File: src/rtl/switch_pkg.sv
// Shared types for the switch input port: FSM state encodings and the committed-packet descriptor.
package switch_pkg;

    localparam int unsigned PKT_HDR_BYTES = 3;
    localparam int unsigned PORT_W        = 4;
    localparam int unsigned TOTAL_W       = 9;

    typedef enum logic [2:0] {RxIdle, RxSa, RxLen, RxPay, RxDrop} rx_state_e;
    typedef enum logic [1:0] {TxIdle, TxReq, TxSend} tx_state_e;

    typedef struct packed {
        logic [PORT_W-1:0]  port;
        logic [TOTAL_W-1:0] total;
    } desc_t;

endpackage

File: src/rtl/switch_desc_fifo.sv
// Synchronous FIFO of committed-packet descriptors; head entry is visible combinationally.
module switch_desc_fifo
    import switch_pkg::*;
#(
    parameter int unsigned DEPTH = 4
) (
    input  logic                   clk,
    input  logic                   rst,
    input  logic                   push,
    input  desc_t                  wdata,
    input  logic                   pop,
    output desc_t                  rdata,
    output logic                   full,
    output logic                   empty,
    output logic [$clog2(DEPTH):0] count
);
    localparam int unsigned AW = $clog2(DEPTH);
    localparam logic [AW:0] PtrOne = (AW+1)'(1);
    localparam logic [AW:0] DepthC = (AW+1)'(DEPTH);

    desc_t       mem_q [DEPTH];
    logic [AW:0] wr_q;
    logic [AW:0] rd_q;

    always_ff @(posedge clk) begin
        if (rst) begin
            wr_q <= '0;
            rd_q <= '0;
        end else begin
            if (push && !full) wr_q <= wr_q + PtrOne;
            if (pop && !empty) rd_q <= rd_q + PtrOne;
        end
    end

    always_ff @(posedge clk) begin
        if (push && !full) mem_q[wr_q[AW-1:0]] <= wdata;
    end

    assign count = wr_q - rd_q;
    assign full  = (count == DepthC);
    assign empty = (count == '0);
    assign rdata = mem_q[rd_q[AW-1:0]];

endmodule

File: src/rtl/switch_port_rx.sv
// Switch input port receive side: parses, validates and stores packets (store-and-forward),
// then offers each committed packet to the crossbar with a req/grant handshake.
module switch_port_rx
    import switch_pkg::*;
#(
    parameter int unsigned NUM_PORTS  = PORT_W,
    parameter int unsigned MAX_PAY    = 32,
    parameter int unsigned BUF_DEPTH  = 128,
    parameter int unsigned DESC_DEPTH = 4
) (
    input  logic                   clk,
    input  logic                   rst,
    input  logic [7:0]             in_data,
    input  logic                   in_status,
    output logic                   in_busy,
    input  logic [NUM_PORTS*8-1:0] port_addr,
    output logic                   out_req,
    output logic [NUM_PORTS-1:0]   out_port,
    input  logic                   out_grant,
    output logic [7:0]             out_data,
    output logic                   out_valid,
    output logic                   out_last,
    output logic [15:0]            ok_cnt,
    output logic [15:0]            drop_cnt
);
    localparam int unsigned PW  = $clog2(BUF_DEPTH);
    localparam int unsigned DCW = $clog2(DESC_DEPTH) + 1;
    localparam logic [PW-1:0] PtrOne = PW'(1);

    logic [7:0]           mem_q [BUF_DEPTH];
    logic [PW-1:0]        wr_ptr_q, tent_ptr_q, rd_ptr_q, free_bytes;
    rx_state_e            rx_state_q, rx_state_d;
    tx_state_e            tx_state_q, tx_state_d;
    logic [7:0]           len_q, pay_cnt_q;
    logic [NUM_PORTS-1:0] port_q, da_port;
    logic [15:0]          ok_cnt_q, drop_cnt_q;
    logic                 busy_q, byte_we, commit, drop, space, len_bad;
    logic [TOTAL_W-1:0]   tx_off_q;
    logic [7:0]           out_data_q;
    logic                 out_valid_q, out_last_q, tx_start, tx_last;
    desc_t                desc_wdata, desc_head;
    logic                 desc_push, desc_pop, desc_full, desc_empty;
    logic [DCW-1:0]       desc_count;

    // Lowest matching index wins: scan downward so the lowest match is written last.
    always_comb begin
        da_port = '0;
        for (int i = NUM_PORTS - 1; i >= 0; i--) begin
            if (in_data == port_addr[8*i +: 8]) da_port = NUM_PORTS'(1) << i;
        end
    end

    // The slot just before rd_ptr stays empty so full and empty are distinguishable.
    assign space      = (tent_ptr_q + PtrOne) != rd_ptr_q;
    assign free_bytes = rd_ptr_q - wr_ptr_q - PtrOne;
    assign len_bad    = (in_data == 8'd0) || (32'(in_data) > MAX_PAY);

    always_ff @(posedge clk) begin
        if (rst) rx_state_q <= RxDrop;
        else     rx_state_q <= rx_state_d;
    end

    always_comb begin
        byte_we = 1'b0;
        commit  = 1'b0;
        drop    = 1'b0;
        unique case (rx_state_q)
            RxIdle: if (in_status) begin
                if (da_port == '0 || !space) drop = 1'b1;
                else                         byte_we = 1'b1;
            end
            RxSa:   if (!in_status || !space) drop = 1'b1; else byte_we = 1'b1;
            RxLen:  if (!in_status || !space || len_bad) drop = 1'b1; else byte_we = 1'b1;
            RxPay: begin
                if (in_status) begin
                    if (pay_cnt_q == len_q || !space) drop = 1'b1;
                    else                              byte_we = 1'b1;
                end else if (pay_cnt_q == len_q && !desc_full) begin
                    commit = 1'b1;
                end else begin
                    drop = 1'b1;
                end
            end
            default: ;
        endcase
    end

    always_comb begin
        rx_state_d = rx_state_q;
        if (drop) begin
            rx_state_d = in_status ? RxDrop : RxIdle;
        end else if (commit) begin
            rx_state_d = RxIdle;
        end else begin
            unique case (rx_state_q)
                RxIdle:  if (byte_we) rx_state_d = RxSa;
                RxSa:    if (byte_we) rx_state_d = RxLen;
                RxLen:   if (byte_we) rx_state_d = RxPay;
                RxDrop:  if (!in_status) rx_state_d = RxIdle;
                default: ;
            endcase
        end
    end

    always_ff @(posedge clk) begin
        if (byte_we) mem_q[tent_ptr_q] <= in_data;
    end

    always_ff @(posedge clk) begin
        if (rst) begin
            wr_ptr_q   <= '0;
            tent_ptr_q <= '0;
            len_q      <= '0;
            pay_cnt_q  <= '0;
            port_q     <= '0;
            ok_cnt_q   <= '0;
            drop_cnt_q <= '0;
            busy_q     <= 1'b0;
        end else begin
            if (drop)         tent_ptr_q <= wr_ptr_q;
            else if (byte_we) tent_ptr_q <= tent_ptr_q + PtrOne;
            if (commit) wr_ptr_q <= tent_ptr_q;
            if (byte_we && rx_state_q == RxIdle) port_q <= da_port;
            if (byte_we && rx_state_q == RxLen) begin
                len_q     <= in_data;
                pay_cnt_q <= '0;
            end else if (byte_we && rx_state_q == RxPay) begin
                pay_cnt_q <= pay_cnt_q + 8'd1;
            end
            if (commit && ok_cnt_q != 16'hFFFF)  ok_cnt_q   <= ok_cnt_q + 16'd1;
            if (drop && drop_cnt_q != 16'hFFFF)  drop_cnt_q <= drop_cnt_q + 16'd1;
            busy_q <= (32'(free_bytes) < MAX_PAY + PKT_HDR_BYTES) || desc_full;
        end
    end

    assign desc_push  = commit;
    assign desc_wdata = '{port: PORT_W'(port_q),
                          total: TOTAL_W'(len_q) + TOTAL_W'(PKT_HDR_BYTES)};

    switch_desc_fifo #(
        .DEPTH (DESC_DEPTH)
    ) u_desc_fifo (
        .clk   (clk),
        .rst   (rst),
        .push  (desc_push),
        .wdata (desc_wdata),
        .pop   (desc_pop),
        .rdata (desc_head),
        .full  (desc_full),
        .empty (desc_empty),
        .count (desc_count)
    );

    assign tx_last = (tx_state_q == TxSend) && (tx_off_q == desc_head.total);

    always_ff @(posedge clk) begin
        if (rst) tx_state_q <= TxIdle;
        else     tx_state_q <= tx_state_d;
    end

    always_comb begin
        tx_state_d = tx_state_q;
        unique case (tx_state_q)
            TxIdle: if (!desc_empty || desc_push) tx_state_d = TxReq;
            TxReq:  if (out_grant) tx_state_d = TxSend;
            TxSend: if (tx_last) begin
                tx_state_d = (desc_count > DCW'(1) || desc_push) ? TxReq : TxIdle;
            end
            default: tx_state_d = TxIdle;
        endcase
    end

    always_comb begin
        out_req  = (tx_state_q == TxReq);
        out_port = out_req ? NUM_PORTS'(desc_head.port) : '0;
        tx_start = out_req && out_grant;
        desc_pop = tx_last;
    end

    // Byte k+1 is fetched while byte k is on the output, so the stream has no bubbles.
    always_ff @(posedge clk) begin
        if (rst) begin
            rd_ptr_q    <= '0;
            tx_off_q    <= '0;
            out_data_q  <= '0;
            out_valid_q <= 1'b0;
            out_last_q  <= 1'b0;
        end else if (tx_start) begin
            out_data_q  <= mem_q[rd_ptr_q];
            out_valid_q <= 1'b1;
            out_last_q  <= (desc_head.total == TOTAL_W'(1));
            tx_off_q    <= TOTAL_W'(1);
        end else if (tx_state_q == TxSend) begin
            if (tx_last) begin
                out_valid_q <= 1'b0;
                out_last_q  <= 1'b0;
                rd_ptr_q    <= rd_ptr_q + PW'(desc_head.total);
            end else begin
                out_data_q <= mem_q[rd_ptr_q + PW'(tx_off_q)];
                tx_off_q   <= tx_off_q + TOTAL_W'(1);
                out_last_q <= (tx_off_q + TOTAL_W'(1) == desc_head.total);
            end
        end
    end

    assign in_busy   = busy_q;
    assign out_data  = out_data_q;
    assign out_valid = out_valid_q;
    assign out_last  = out_last_q;
    assign ok_cnt    = ok_cnt_q;
    assign drop_cnt  = drop_cnt_q;

endmodule

File: config.mk
export PLATFORM = sky130hd
export DESIGN_NAME = switch_port_rx
export DESIGN_NICKNAME = d
export VERILOG_FILES = /design/src/rtl/switch_pkg.sv /design/src/rtl/switch_desc_fifo.sv /design/src/rtl/switch_port_rx.sv
export SDC_FILE = /design/constraint.sdc
export NUM_CORES = 2
export LEC_CHECK = 0
export ABC_CLOCK_PERIOD_IN_PS = 4500
export CORE_MARGIN = 2
export CORE_UTILIZATION = 63
export CTS_BUF_LIST = sky130_fd_sc_hd__clkbuf_4 sky130_fd_sc_hd__clkbuf_8 sky130_fd_sc_hd__clkbuf_16
export DETAILED_ROUTE_END_ITERATION = 12
export GPL_ROUTABILITY_DRIVEN = 0
export PLACE_DENSITY = 0.8
export SLEW_MARGIN = 20
export SYNTH_ARGS = -nofsm -noshare
export SYNTH_HDL_FRONTEND = slang
export SYNTH_SLANG_ARGS = --single-unit
export TNS_END_PERCENT = 10
File: constraint.sdc
create_clock -name clk -period 4.5 [get_ports clk]
set_input_delay 0.9 -clock clk [delete_from_list [all_inputs] [get_ports clk]]
set_output_delay 0.9 -clock clk [all_outputs]
set_load 0.05 [all_outputs]
* Yosys cells after proc, flatten, opt, wreduce, memory -nomap -nowiden
Memories as Yosys holds them, arrays and structs flattened. A register that Yosys moved wholly into a read port is not among the register bits.
Index checks and enable logic that the tools add are counted.
W data, S select, Z words.
** Word-level totals
- Output and inout port bits :: 48
- Memory bits (writable) :: 1076
- Register bits after elaboration :: 104
- Memories kept :: 2
** Memories
- mem_q :: words 128, bits a word 8, read ports 2, clocked after memory_dff 1, wr ports 1, line switch_port_rx.sv:30 : logic [7:0] mem_q [BUF_DEPTH];
- u_desc_fifo.mem_q :: words 4, bits a word 13, read ports 1, clocked after memory_dff 1, wr ports 1, line switch_desc_fifo.sv:21 : desc_t mem_q [DEPTH];
** Operators by class
- Order comparisons :: 3
- Add/sub/neg operators :: 13
- Multiplexer cells :: 58
- Eq/ne operators :: 26
- Bitwise gates (word level) :: 2
- Reduce and logical (&&, ||, !) cells :: 39
** Operator list (number)
- $eq A8 B8 Y1 :: 5
- $add A16 B1 Y16 const B :: 2
- $ne A16 B16 Y1 const B :: 2
- $mux W1 :: 30
- $mux W7 :: 4
- $mux W8 :: 3
- $mux W3 :: 7
- $mux W4 :: 5
- $eq A9 B9 Y1 :: 2
- $ne A4 B4 Y1 const B :: 4
- $add A7 B7 Y7 :: 2
- $pmux W3 S4 :: 1
- $logic_and A1 B1 Y1 :: 10
- $mux W2 :: 5
- $add A8 B2 Y9 const B :: 1
- $add A9 B1 Y9 const B :: 1
- $eq A9 B1 Y1 const B :: 1
- $add A8 B1 Y8 const B :: 1
- $gt A8 B6 Y1 const B :: 1
- $logic_not A8 Y1 :: 1
- $logic_or A1 B1 Y1 :: 8
- $pmux W1 S4 :: 2
- $add A7 B1 Y7 const B :: 1
- $lt A7 B6 Y1 const B :: 1
- 25 further kinds :: 41

* Depth between registers and ports, before layout
- Word-level depth :: 14
- Gate-level depth with buffers :: 14
- Depth with buffers taken out :: 12

* Cells and area by module
Synthesis repeated with hierarchy kept, for this count alone.
** Unflattened totals
- Cells, all modules :: 3009
- Area total of the unflattened synthesis :: 56294.0 um^2
** Modules (own cells, without submodules)
- switch_port_rx :: cells an instance 2886, sequential area each 32851.5 um^2, area an instance 53901.7 um^2, times used 1
- switch_desc_fifo :: cells an instance 123, sequential area each 1721.7 um^2, area an instance 2392.3 um^2, times used 1

* Worst setup path after synthesis
OpenSTA, ideal clock, no wires.
- Path type :: input to register
- From :: input port in_data[2]
- To :: memory mem_q[236][0], in the netlist mem_q[118][0] (enable)
- Buffers on the path :: 3
- Slack :: 0.745 ns
- Stages :: 11
- Library setup time :: 0.370 ns
- Data arrival time :: 3.385 ns
- Data required time :: 4.130 ns
- Cells stage by stage :: buf_2 or4_4 o21a_1 o31ai_1 o21a_1 o21ai_2 nor3_4 buf_6 nand4b_2 buf_2 nor2_1
** On the way
- Longest elaborated chain between the ends :: 12
** RTL lines
- from (decl) :: line switch_port_rx.sv:13 : input logic [7:0] in_data,
- $eq A8 B8 Y1 :: line switch_port_rx.sv:49 : if (in_data == port_addr[8*i +: 8]) da_port = NUM_PORTS'(1) << i;
- $mux W4 (4 in series) :: line switch_port_rx.sv:49
- $logic_not A4 Y1 :: line switch_port_rx.sv:69 : if (da_port == '0 || !space) drop = 1'b1;
- $logic_or A1 B1 Y1 :: line switch_port_rx.sv:69
- $mux W1 :: line switch_port_rx.sv:69
- $mux W1 :: line switch_port_rx.sv:68 : RxIdle: if (in_status) begin
- $pmux W1 S4 (*) :: line switch_port_rx.sv:67 : unique case (rx_state_q)
- $mux W1 (*) :: line switch_port_rx.sv:106 : if (byte_we) mem_q[tent_ptr_q] <= in_data;
- $mux W1 (implied by the code) (*) :: line switch_port_rx.sv:106
- to (decl) :: line switch_port_rx.sv:30
Every way passes the cells marked *; elsewhere a longest branch is shown, timed or not.

* Worst setup path in the final report
- From :: register tx_off_q[0]
- To :: register out_data_q[3], in the netlist out_data[3]
** On the way
- Longest elaborated chain between the ends :: 5
** RTL lines
- from (decl) :: line switch_port_rx.sv:38 : logic [TOTAL_W-1:0] tx_off_q;
- from (signal assigned) :: line switch_port_rx.sv:200 : tx_off_q <= tx_off_q + TOTAL_W'(1);
- $add A7 B7 Y7 :: line switch_port_rx.sv:199 : out_data_q <= mem_q[rd_ptr_q + PW'(tx_off_q)];
- $mem_v2 Z128 W8
- $mux W8 :: line switch_port_rx.sv:194 : if (tx_last) begin
- $mux W8 :: line switch_port_rx.sv:193 : end else if (tx_state_q == TxSend) begin
- $mux W8 :: line switch_port_rx.sv:188 : end else if (tx_start) begin
- to (signal assigned) :: line switch_port_rx.sv:189 : out_data_q <= mem_q[rd_ptr_q];
- to (signal assigned) :: line switch_port_rx.sv:199
- to (decl) :: line switch_port_rx.sv:39 : logic [7:0] out_data_q;
Parallel ways exist; a longest one is shown, timed or not. The select of a mux whose other input is x is not followed.
A chain may end at the register's enable or synchronous reset.

==> out/metrics.yaml <==
floorplanning:
  rows: 110
  io_pins: 92
  placeableCoreArea_mm2: 0.0899
  dieArea_mm2: 0.0931
  die_width_um: 305
  floorplan.initialDensity_pct: 63.6
  chipHeight_um: 305
timing:
  setup_violations: 0
  worst_pin_slew_ns: 1.31
  fmaxAchievable_ghz: 0.231
  timing.final.ws_setup_ns: 0.177
  clock-skew-final_ns: 0.0273
  rsz0062_at_grt: "false"
  max-slew-margin-rel_pct: 11.6
  slew_violations: 0
  final_critical_period_ns: 4.32
  post-route-period-util_pct: 96.1
  tns_ns: 0
  report.final.hold_viol_count: 0
pwr:
  intPower_mw: 17.9
  cellLeakagePower_nw: 19.5
  finalPower_mw: 22.6
  clock_power_share_pct: 44.7
  switchingPower_mw: 4.62
  switching_share_pct: 20.5
  combinational_fraction_of_design_power_pct: 1.9
  pwr_density_cell_mw_per_mm2: 353
  power.share.sequential_pct: 53.4
  ir_drop_v: 0.000528
cts:
  cts.repair_timing.setup_buffer_count: 0
  post_cts_resize_count: 0
  numCtsBuffers: 114
  htree_levels: 3
  clk_pin_slew_ns: 0.07
  insertion_delay_ns: 0.74
  ctsHoldBuffers: 0
  tritoncts: "built"
  cts-root-to-sink-buffers: 3
  numClockSinks: 1189
  root_buffer: "sky130_fd_sc_hd__clkbuf_16"
yosys:
  synthDistinctLibCells: 88
  postSynth.topFlopCell: "sky130_fd_sc_hd__edfxtp_1"
  synth.avg_cell_area_um2: 15.9
  ys.warnings.count: 0
  syn-num-nets: 3664
  yosysTopAreaCellShare_pct: 56.6
  dominant_cells_by_area_after_synthesis: "sky130_fd_sc_hd__edfxtp_1, sky130_fd_sc_hd__mux4_2, sky130_fd_sc_hd__mux2i_1"
  synth_seq_area_share_pct: 60.5
  synthesis.instances: 3586
  adder_and_majority_cell_fraction_of_the_synthesized_area_pct: 0.797
  synth.most_common_cell: "sky130_fd_sc_hd__edfxtp_1"
  synth.ff_latch_count: 1189
  combined_area_of_all_synthesized_cells_mm2: 0.0571
  muxShareOfSynthArea_pct: 22.9
  synth_compound_gate_area_share_pct: 4.63
  synth_top_family_by_area: "multiplexers"
  synth_largest_area_cell: "sky130_fd_sc_hd__edfxtp_1"
  synth_commonest_cells: "sky130_fd_sc_hd__edfxtp_1, sky130_fd_sc_hd__mux4_2, sky130_fd_sc_hd__nor2_1"
  xor_and_xnor_area_share_after_synthesis_pct: 1.88
  asyncSetResetFlopFracSynth_pct: 0
  synth_enable_flop_cells: 1076
  post_synth_and_or_nand_nor_area_fraction_pct: 6.93
place:
  buffer_ports.inserted: 91
  half_perimeter_wire_length_after_placement_um: 119000
  pre_cts_ws_ns: -0.0213
  postPlaceCellArea_mm2: 0.0599
critical_path:
  timing.critical_path.arrival_ns: 4.91
  worst_setup_path_endpoint: "out_data[3]$_SDFFE_PP0P_"
  critPathRequiredTime_ns: 5.09
  criticalPathCategory: "reg -> reg"
  startpoint_of_the_worst_slack_reg_to_reg_timing_path: "tx_off_q[0]$_SDFFE_PP0P_"
  timing.critical_path.from: "tx_off_q[0]$_SDFFE_PP0P_"
  ff2ff_path_depth: 7
  crit_path_max_fanout: 50
  start_kind: "flip-flop"
  r2r-end: "out_data[3]$_SDFFE_PP0P_"
  minimum_setup_slack_among_reg_to_reg_paths_ns: 0.18
  nature_of_the_critical_path_endpoint: "flip-flop"
routing:
  first_pass_iters: 13
  detail_route.vias_per_cell: 7.68
  drt-met1-wl_um: 57700
  wl_met3_um: 30100
  remaining_drc_errors: 0
  dr.first_iter.drc_count: 6946
  vias: 38259
  drtAntennaViolNets: 0
  highest-signal-layer: "met5"
  detail_routed_net_length_per_standard_cell_um: 36.5
  detail_route.wirelength_um: 182000
  wl_met2_um: 81200
layout:
  areaGrowthSynthToFinish_pct: 11.8
  layout_cell_share_with_drive_strength_beyond_1_pct: 22.8
  final_core_util_pct: 71.1
  area.sequential_mm2: 0.0346
  num-fill-cells: 5386
  multiInputGateArea_mm2: 0.0213
  final_net_count: 3773
  layout.cell_area.non_filler_mm2: 0.0639
outcome:
  run_status: "finished, final reports clean"
hold_path:
  hp-class: "reg -> reg"
  holdPathStages: 2
global_route:
  number_of_antenna_violations_at_the_first_check_in_global_routing: 16
  vias_in_the_first_global_route: 37394
  grt_max_degree: 129
  grt_pass1_wl_um: 262000
  grt-ovfl-total: 0
  grt.total_usage_pct: 39.2
run:
  max_cap_violations: 0
==> per-layer routing <==
metal	track usage (%)	vias up
met5	1.09	-
met4	19.8	20
li1	-	14817
met1	49.3	18818
met2	58.7	3719
met3	16.7	885
==> power by group through the flow <==
stage	clock network, mW	registers, mW	logic, mW
after global placement	0	12.3	0.404
after detailed placement	0	12.3	0.415
after global routing	10.5	12.0	0.443
final	10.1	12.0	0.434
after CTS	10.0	12.0	0.416
after floorplan	0	12.3	0.129
==> flip-flops by register name, summed over array words and instances (netlist names), 8 cells and up, named ones only <==
name and count:
u_desc_fifo.mem_q 52, tx_off_q 9, ok_cnt 16, len_q 8
drop_cnt 16, out_data 8, pay_cnt_q 8, mem_q 1024
==> cell type report <==
class                   instances  share of cell area (%)
clock inverters                80                    1.34
clock buffers                 135                    4.79
inverters                      42                   0.247
multi-input cells            2096                    33.3
well taps                    1176                    2.30
repair buffers                252                    3.79
flip-flops and latches       1189                    54.2
diodes                         10                  0.0392
==> cell usage in the layout, fill, tap and decap left out, types with 14 or more instances in the layout <==
| master | count |
|---|---|
| sky130_fd_sc_hd__dfxtp_1 | 110 |
| sky130_fd_sc_hd__nand3_1 | 66 |
| sky130_fd_sc_hd__clkbuf_16 | 116 |
| sky130_fd_sc_hd__mux2i_1 | 262 |
| sky130_fd_sc_hd__inv_1 | 41 |
| sky130_fd_sc_hd__nor2_1 | 304 |
| sky130_fd_sc_hd__clkdlybuf4s50_1 | 82 |
| sky130_fd_sc_hd__buf_4 | 143 |
| sky130_fd_sc_hd__o22ai_1 | 45 |
| sky130_fd_sc_hd__buf_12 | 26 |
| sky130_fd_sc_hd__or3_1 | 24 |
| sky130_fd_sc_hd__o221ai_1 | 75 |
| sky130_fd_sc_hd__mux4_2 | 458 |
| sky130_fd_sc_hd__nor2b_1 | 14 |
| sky130_fd_sc_hd__a211oi_1 | 15 |
| sky130_fd_sc_hd__nand4_1 | 23 |
| sky130_fd_sc_hd__a21oi_1 | 91 |
| sky130_fd_sc_hd__nor3_1 | 76 |
| sky130_fd_sc_hd__nand2_1 | 165 |
| sky130_fd_sc_hd__ha_1 | 29 |
| sky130_fd_sc_hd__o31ai_1 | 22 |
| sky130_fd_sc_hd__and3_1 | 14 |
| sky130_fd_sc_hd__xor2_1 | 71 |
| sky130_fd_sc_hd__o21ai_0 | 51 |
| sky130_fd_sc_hd__edfxtp_1 | 1076 |
| sky130_fd_sc_hd__nor4_1 | 63 |
| sky130_fd_sc_hd__xnor2_1 | 43 |
| sky130_fd_sc_hd__bufinv_16 | 17 |
| sky130_fd_sc_hd__clkbuf_4 | 17 |
| sky130_fd_sc_hd__clkinv_1 | 32 |
| sky130_fd_sc_hd__clkinv_2 | 16 |
==> cells by family after synthesis <==
logic type      after synthesis
buf+inv                     301
mux                         731
compound gates              385
xor+xnor                    120
fa+ha+maj                    34
flops                      1189
simple gates                826
==> critical path, stage by stage (launching register included) <==
cell	delay [ns]
sky130_fd_sc_hd__dfxtp_1	0.43
sky130_fd_sc_hd__ha_4	0.22
sky130_fd_sc_hd__fa_4	1.02
sky130_fd_sc_hd__buf_12	0.32
sky130_fd_sc_hd__mux4_2	0.43
sky130_fd_sc_hd__mux4_2	0.50
sky130_fd_sc_hd__o31ai_1	1.05
sky130_fd_sc_hd__o31ai_1	0.11
==> metrics by stage <==
stage               instances  hold slack, ns
CTS                      4970           0.479
detailed placement       4755           0.471
global route             4971           0.506
floorplan                3586           0.459
global placement         4755           0.469
finish                   4980           0.475
==> how the worst min path moves through the flow <==
| stage | slack [ns] | endpoint | start |
|---|---|---|---|
| detailed placement | 0.47 | out_last$_SDFFE_PP0P_ | out_last$_SDFFE_PP0P_ |
| CTS | 0.48 | out_last$_SDFFE_PP0P_ | out_last$_SDFFE_PP0P_ |
| finish | 0.48 | out_last$_SDFFE_PP0P_ | out_last$_SDFFE_PP0P_ |
| floorplan | 0.46 | tent_ptr_q[5]$_SDFFE_PP0P_ | wr_ptr_q[5]$_SDFFE_PP0P_ |
| global route | 0.51 | out_last$_SDFFE_PP0P_ | out_last$_SDFFE_PP0P_ |
| global placement | 0.47 | out_last$_SDFFE_PP0P_ | out_last$_SDFFE_PP0P_ |
(Power assumes the default switching activity.)
